### src/rtl/mem_checker_pkg.sv
// Shared types and defaults for the memory checker.
// No logic; constants, the state enumeration and a saturating-increment helper.
// Imported by mem_checker and mem_chk_cmp.
package mem_checker_pkg;

  localparam int DEPTH_DEF = 8;
  localparam int AW_DEF    = 3;
  localparam int DW_DEF    = 4;
  localparam int ERR_W     = 4;

  typedef enum logic [2:0] {
    IDLE,
    WRITE,
    READ,
    CMP,
    DONE
  } state_t;

  // Increment that sticks at all-ones instead of wrapping.
  function automatic logic [ERR_W-1:0] sat_inc(input logic [ERR_W-1:0] v);
    return (v == {ERR_W{1'b1}}) ? v : v + ERR_W'(1);
  endfunction

endpackage

### src/rtl/mem_chk_cmp.sv
// Registered read-data compare with saturating error count and first-fail capture.
// Latency: result visible the cycle after cmp_en is sampled.
// No backpressure; compares whenever cmp_en is high.
module mem_chk_cmp
  import mem_checker_pkg::*;
#(
  parameter int AW = AW_DEF,
  parameter int DW = DW_DEF
) (
  input  logic             clk,
  input  logic             reset,
  input  logic             clr,
  input  logic             cmp_en,
  input  logic [AW-1:0]    cmp_addr,
  input  logic [DW-1:0]    exp_data,
  input  logic [DW-1:0]    rd_data,
  output logic [ERR_W-1:0] err_count,
  output logic [AW-1:0]    fail_addr
);

  // Count mismatches; the count never returns to zero within a run, so a
  // zero count marks the first mismatch for fail_addr capture.
  always_ff @(posedge clk) begin
    if (reset || clr) begin
      err_count <= '0;
      fail_addr <= '0;
    end else if (cmp_en && (rd_data != exp_data)) begin
      err_count <= sat_inc(err_count);
      if (err_count == '0) begin
        fail_addr <= cmp_addr;
      end
    end
  end

endmodule

### config.mk
export PLATFORM = sky130hd
export DESIGN_NAME = mem_chk_cmp
export DESIGN_NICKNAME = d
export VERILOG_FILES = /design/src/rtl/mem_checker_pkg.sv /design/src/rtl/mem_chk_cmp.sv
export SDC_FILE = /design/constraint.sdc
export NUM_CORES = 1
export LEC_CHECK = 0
export CORE_AREA = 2 2 39 41
export DETAILED_ROUTE_END_ITERATION = 10
export DIE_AREA = 0 0 41 43
export GPL_TIMING_DRIVEN = 0
export PLACE_DENSITY = 0.76
export SETUP_SLACK_MARGIN = 0.02
export SYNTH_ARGS = -nofsm -noshare
export SYNTH_HDL_FRONTEND = slang
export SYNTH_SLANG_ARGS = --single-unit
### constraint.sdc
create_clock -name clk -period 1.6 [get_ports clk]
set_input_delay 0.32 -clock clk [delete_from_list [all_inputs] [get_ports clk]]
set_output_delay 0.32 -clock clk [all_outputs]
set_load 0.005 [all_outputs]
==> run_results.csv, run 1 <==
group,metric,value,unit
drt,routed_wirelength,1200,µm
drt,wl_per_cell,13.6,µm
die,die_area,1760,µm²
logic_synthesis,synth_fp_nets,63,
logic_synthesis,syn_area,402,µm²
logic_synthesis,ys_seq_area_share,34.9,%
grt,grt_pass1_wl,1660,µm
cts,clkTransAtPathRegs,0.06,ns
grt,grt_usage,14.4,%
power,p_sw,120,µW
drt,ant_nets,0,
logic_synthesis,avgSynthCellArea,8.73,µm²
outcome,status,"complete, no violations",
placed_design,dp_cells,83,
min_path,min_path_type,"flop to flop",
logic_synthesis,synthSimpleGateAreaFrac,19.3,%
logic_synthesis,synth_cells,46,
placed_design,io_buffers,21,
drt,vias,445,
sta,setup_violations,0,
critical_path,cp_max_fo,3,
sta,fin_hold_ws,0.459,ns
cts,htree_levels,1,
finish,drive_gt1_share,22.2,%
power,leakagePower,0.000282,µW
logic_synthesis,ys_ff_latch,7,
power,pwr-share-seq,40.1,%
drt,first_pass_iters,4,
placed_design,hpwl,788,µm
finish,seq_area,145,µm²
grt,grt_pass1_vias,437,
logic_synthesis,muxShareOfSynthArea,12.5,%
critical_path,crit_path_start_kind,"primary input",
power,p_sw_share,26.1,%
sta,period_needed,1.55,ns
finish,fill_cells,128,
power,worst_ir_drop_vdd,0.249,mV
die,die_h,43,µm
power,p_int,339,µW
logic_synthesis,ys_types,18,
finish,num-nets-final,90,
finish,syn2layout_area_growth,80.7,%
critical_path,crit_required,1.74,ns
sta,slew_headroom,74.7,%
sta,slew_violations,0,
placed_design,dp_slack,-0.468,ns
logic_synthesis,synth_top_family_by_area,"simple AND/OR/NAND/NOR gates",
finish,layout_common_cells,"nand2_1, clkdlybuf4s50_1, clkdlybuf4s15_1, mux2i_1",
logic_synthesis,synth_fa_ha_area_share,6.23,%
sta,hold_violations,0,
sta,final.setup.worst_slack,0.0490,ns
drt,drc,0,
logic_synthesis,synth-compound-area-share,14.3,%
power,pwr-share-comb,23.8,%
finish,diodes,0,
run,cap_viol_max_count,0,
critical_path,crit_type,"primary input to flop",
die,core-area,1380,µm²
grt,grt_max_degree,11,
cts,clkLatencyLatePin,0.26,ns
power,power_density,632,nW/µm²
die,initial_utilization,29.0,%
sta,fmax,0.645,GHz
logic_synthesis,synth_xor_area_share,8.72,%
die,ios,22,
finish,fin_cells,88,
cts,cts_tree,"done",
cts,root_buffer,"clkbuf_4",
sta,worst_slew_pin_slew,0.380,ns
grt,antenna_found_initial,0,
die,die_w,41,µm
sta,finClkSkew,0.00461,ns
drt,first_iter_violations,1,
cts,cts-buffers-inserted,3,
grt,grt.overflow.total,0,
die,rows,14,
critical_path,cp-end-kind,"flop",
drt,viasPerCell,5.06,
placed_design,globalplace.congestion,0.639,
cts,clock_path_buffers,2,
cts,postCtsHoldBufs,0,
power,p_clk_share,36.1,%
logic_synthesis,yosysWarningCount,0,
cts,cts.sinks,7,
sta,min_period_over_period,96.9,%
critical_path,r2r_setup_slack,0.23,ns
finish,multi_input_area,297,µm²
sta,tns,0,ns
critical_path,crit_arrival,1.70,ns
## layer usage
metal	GRT usage, %	wire length [µm]	up-vias
met5	0	0	-
met4	12.0	36	0
met3	2.09	120	5
met2	25.9	646	24
met1	12.3	391	205
li1	-	-	211
## critical path, cell delays in order
cell and delay [ns]:
clkdlybuf4s15_1 0.20, xor2_2 0.25, o41ai_4 0.13, or4b_4 0.55, buf_6 0.14, mux2i_1 0.11
## cell families after synthesis
kind of cell	count (synthesis)
AND/OR/NAND/NOR	18
XOR/XNOR	4
AO/OA/AOI/OAI	6
buffers and inverters	4
multiplexers	5
adder cells (fa/ha/maj)	2
flip-flops	7
## layout make-up
class	instances	share of cell area (%)
buffer	2	2.07
sequential	7	20.0
clock buffer	4	3.62
tap	16	2.76
multi-input combinational	35	40.9
inverter	2	1.03
timing repair buffer	22	29.7
## path summary, 6_finish.rpt
check	from	to	cells past startpoint
setup / recovery	exp_data[0]	fail_addr[0]	6
hold / removal	fail_addr[2]	fail_addr[2]	2
setup reg to reg	err_count[0]	fail_addr[0]	5
hold reg to reg	fail_addr[2]	fail_addr[2]	2
## power by group through the flow
stage | clock network, µW | logic (µW) | registers (µW)
floorplan | 0 | 38.5 | 187
global placement | 0 | 90.2 | 187
detailed placement | 0 | 91.2 | 188
CTS | 167 | 102 | 184
global route | 176 | 117 | 185
finish | 165 | 109 | 184
## registers in the layout (all words and copies together) (netlist names)
register / count
fail_addr: 3
err_count: 4
## synth_stat cells
master	n	area, µm²
a41oi_1	1	8.76
nor2_1	2	7.51
nor3_1	1	5.00
buf_2	1	5.00
clkbuf_1	1	3.75
or4b_1	1	10.0
dfxtp_1	7	140
mux2i_1	5	50.1
a2111oi_0	1	8.76
o31ai_1	1	7.51
nand2_1	12	45.0
xor2_1	4	35.0
a21oi_1	1	5.00
ha_1	2	25.0
o41a_1	1	11.3
inv_1	2	7.51
o41ai_2	1	16.3
nand3_1	2	10.0
## stage by stage
| stage | total power (µW) | util (%) | cell area (µm²) |
|---|---|---|---|
| floorplan | 226 | - | 402 |
| global placement | 277 | 45.7 | 632 |
| detailed placement | 279 | 45.7 | 632 |
| CTS | 452 | 50.5 | 699 |
| global route | 478 | 52.4 | 726 |
| finish | 458 | 52.4 | 726 |
## what timing repair did
action / 4_1_cts / 5_1_grt
gates cloned: 0 / 0
resized for setup: 16 / 14
pin swaps: 5 / 7
buffers inserted: 1 / 0
endpoints found under the hold margin: 0 / 0
endpoints found under the setup margin: 4 / 8
No activity file was read; power rests on OpenSTA's default activity.
==> run 2: changes to the inputs <==
--- a/config.mk
+++ b/config.mk
@@ -11,6 +11,7 @@
 export GPL_TIMING_DRIVEN = 0
 export PLACE_DENSITY = 0.76
 export SETUP_SLACK_MARGIN = 0.02
+export SKIP_CTS_REPAIR_TIMING = 1
 export SYNTH_ARGS = -nofsm -noshare
 export SYNTH_HDL_FRONTEND = slang
 export SYNTH_SLANG_ARGS = --single-unit
==> run 2 against run 1 <==
  * Register-to-register slack about the same
  * Largest cell class unchanged
  * Critical path depth decreased by 5
  * Clock skew increased by 0.00052 ns
  * Critical path type is now flop to output pin
  * Sequential power barely moved
  * Count of clock-buffer cells in the layout did not move
  * Combinational power decreased by 6%
  * Setup slack gained 0.081 ns
  * Fmax grew 5.5%
  * Largest power group unchanged
  * Highest routed layer unchanged
  * Critical endpoint is now err_count[3]
==> run_results.csv, run 2 (synthesized netlist as in run 1, its figures left out) <==
group,metric,value,unit
critical_path,cp-end-kind,"output pin",
die,die_w,41,µm
critical_path,crit_path_start_kind,"flop",
critical_path,path_cells,"clkdlybuf4s50_1",
finish,final_util,53.2,%
cts,clkLatencyLatePin,0.25,ns
critical_path,critPathBufInv,1,
min_path,min_path_type,"flop to flop",
sta,slew_headroom,74.9,%
grt,grt.overflow.total,0,
sta,worst_slew_pin_slew,0.376,ns
sta,fmax,0.680,GHz
die,core-area,1380,µm²
grt,grt_max_degree,11,
grt,grt_usage,12.7,%
power,leakagePower,0.000351,µW
sta,setup_violations,0,
cts,cts-buffers-inserted,3,
die,rows,14,
sta,hold_violations,0,
finish,num-nets-final,89,
finish,diodes,0,
sta,slew_violations,0,
drt,viasPerCell,4.94,
die,initial_utilization,29.0,%
finish,largest_register,"err_count",
sta,fin_hold_ws,0.459,ns
critical_path,crit_required,1.28,ns
drt,vias,430,
placed_design,globalplace.congestion,0.639,
finish,reg.largest.list,"err_count (4), fail_addr (3)",
cts,cts.sinks,7,
finish,fin_cells,87,
sta,period_needed,1.47,ns
critical_path,cp_max_fo,6,
drt,first_iter_violations,2,
placed_design,io_buffers,21,
cts,clock_path_buffers,2,
critical_path,critical_path.top_delay_family,"buffers and inverters",
cts,clkTransAtPathRegs,0.06,ns
sta,tns,0,ns
outcome,status,"complete, no violations",
sta,rsz0062_at_grt,"false",
drt,wl_per_cell,12.5,µm
placed_design,hpwl,788,µm
critical_path,crit_type,"flop to output pin",
die,ios,22,
power,power_density,613,nW/µm²
power,total_power,451,µW
finish,largest_reg_flops,4,
critical_path,crit_slowest_cell,"clkdlybuf4s50_1",
power,worst_ir_drop_vdd,0.244,mV
critical_path,cpPeakStageDelay,0.51,ns
cts,cts_tree,"done",
drt,drc,0,
die,die_area,1760,µm²
run,cap_viol_max_count,0,
finish,syn2layout_area_growth,83.2,%
sta,finClkSkew,0.00513,ns
cts,root_buffer,"clkbuf_4",
drt,first_pass_iters,3,
finish,fill_cells,127,
die,die_h,43,µm
placed_design,dp_cells,83,
drt,routed_wirelength,1090,µm
grt,grt_pass1_wl,1480,µm
drt,ant_nets,0,
cts,htree_levels,1,
grt,antenna_found_initial,0,
sta,min_period_over_period,91.9,%
finish,drive_gt1_share,19.7,%
grt,grt_pass1_vias,415,
finish,layout_common_cells,"nand2_1, clkdlybuf4s50_1, dlymetal6s2s_1, mux2i_1",
critical_path,crit_arrival,1.15,ns
-- run 2: cell count changes in the layout (fill, tap and decap cells not counted), sizes merged --
cell,delta
dlymetal6s2s,+9
dlygate4sd2,-2
clkdlybuf4s15,-7
buf,-1
-- run 2: routing by layer --
metal  vias up  wire length (µm)  GRT usage (%)
met5         -                 0              0
met4         0                36           12.0
met3         5                73           2.09
met2        20               558           21.3
met1       197               417           11.7
li1        208                 -              -
-- run 2: final cells by class --
| cell class | count | area, µm² | area share [%] |
|---|---|---|---|
| plain buffers | 2 | 11.3 | 1.53 |
| clock buffers | 4 | 26.3 | 3.57 |
| multi-input cells | 35 | 293 | 39.8 |
| repair buffers | 21 | 233 | 31.6 |
| inverters | 2 | 7.51 | 1.02 |
| flip-flops and latches | 7 | 145 | 19.7 |
| well taps | 16 | 20.0 | 2.72 |
-- run 2: through the flow --
step           setup WS, ns  area, µm²
6_report              0.130        736
5_1_grt              0.0726        736
4_1_cts              -0.210        658
3_5_place_dp         -0.468        632
3_3_place_gp         -0.460        632
2_1_floorplan         0.114        402
-- run 2: power breakdown --
| part | total (µW) | switching (µW) | leakage, µW | internal (µW) |
|---|---|---|---|---|
| sequential | 184 | 4.38 | 0.0000587 | 180 |
| clock | 164 | 68.4 | 0.0000150 | 95.4 |
| combinational | 103 | 43.1 | 0.000277 | 59.8 |
-- run 2: worst min-delay path, cell delays in order, from the launching register on --
cell	delay, ns
dfxtp_1	0.31
nand2_1	0.05
mux2i_1	0.05
-- run 2: path summary, 6_finish.rpt --
| check | start | end | slack [ns] | cells after the start |
|---|---|---|---|---|
| hold reg to reg | fail_addr[2] | fail_addr[2] | 0.46 | 2 |
| setup / recovery | err_count[3] | err_count[3] | 0.13 | 1 |
| hold / removal | fail_addr[2] | fail_addr[2] | 0.46 | 2 |
| setup reg to reg | err_count[0] | fail_addr[0] | 0.24 | 5 |
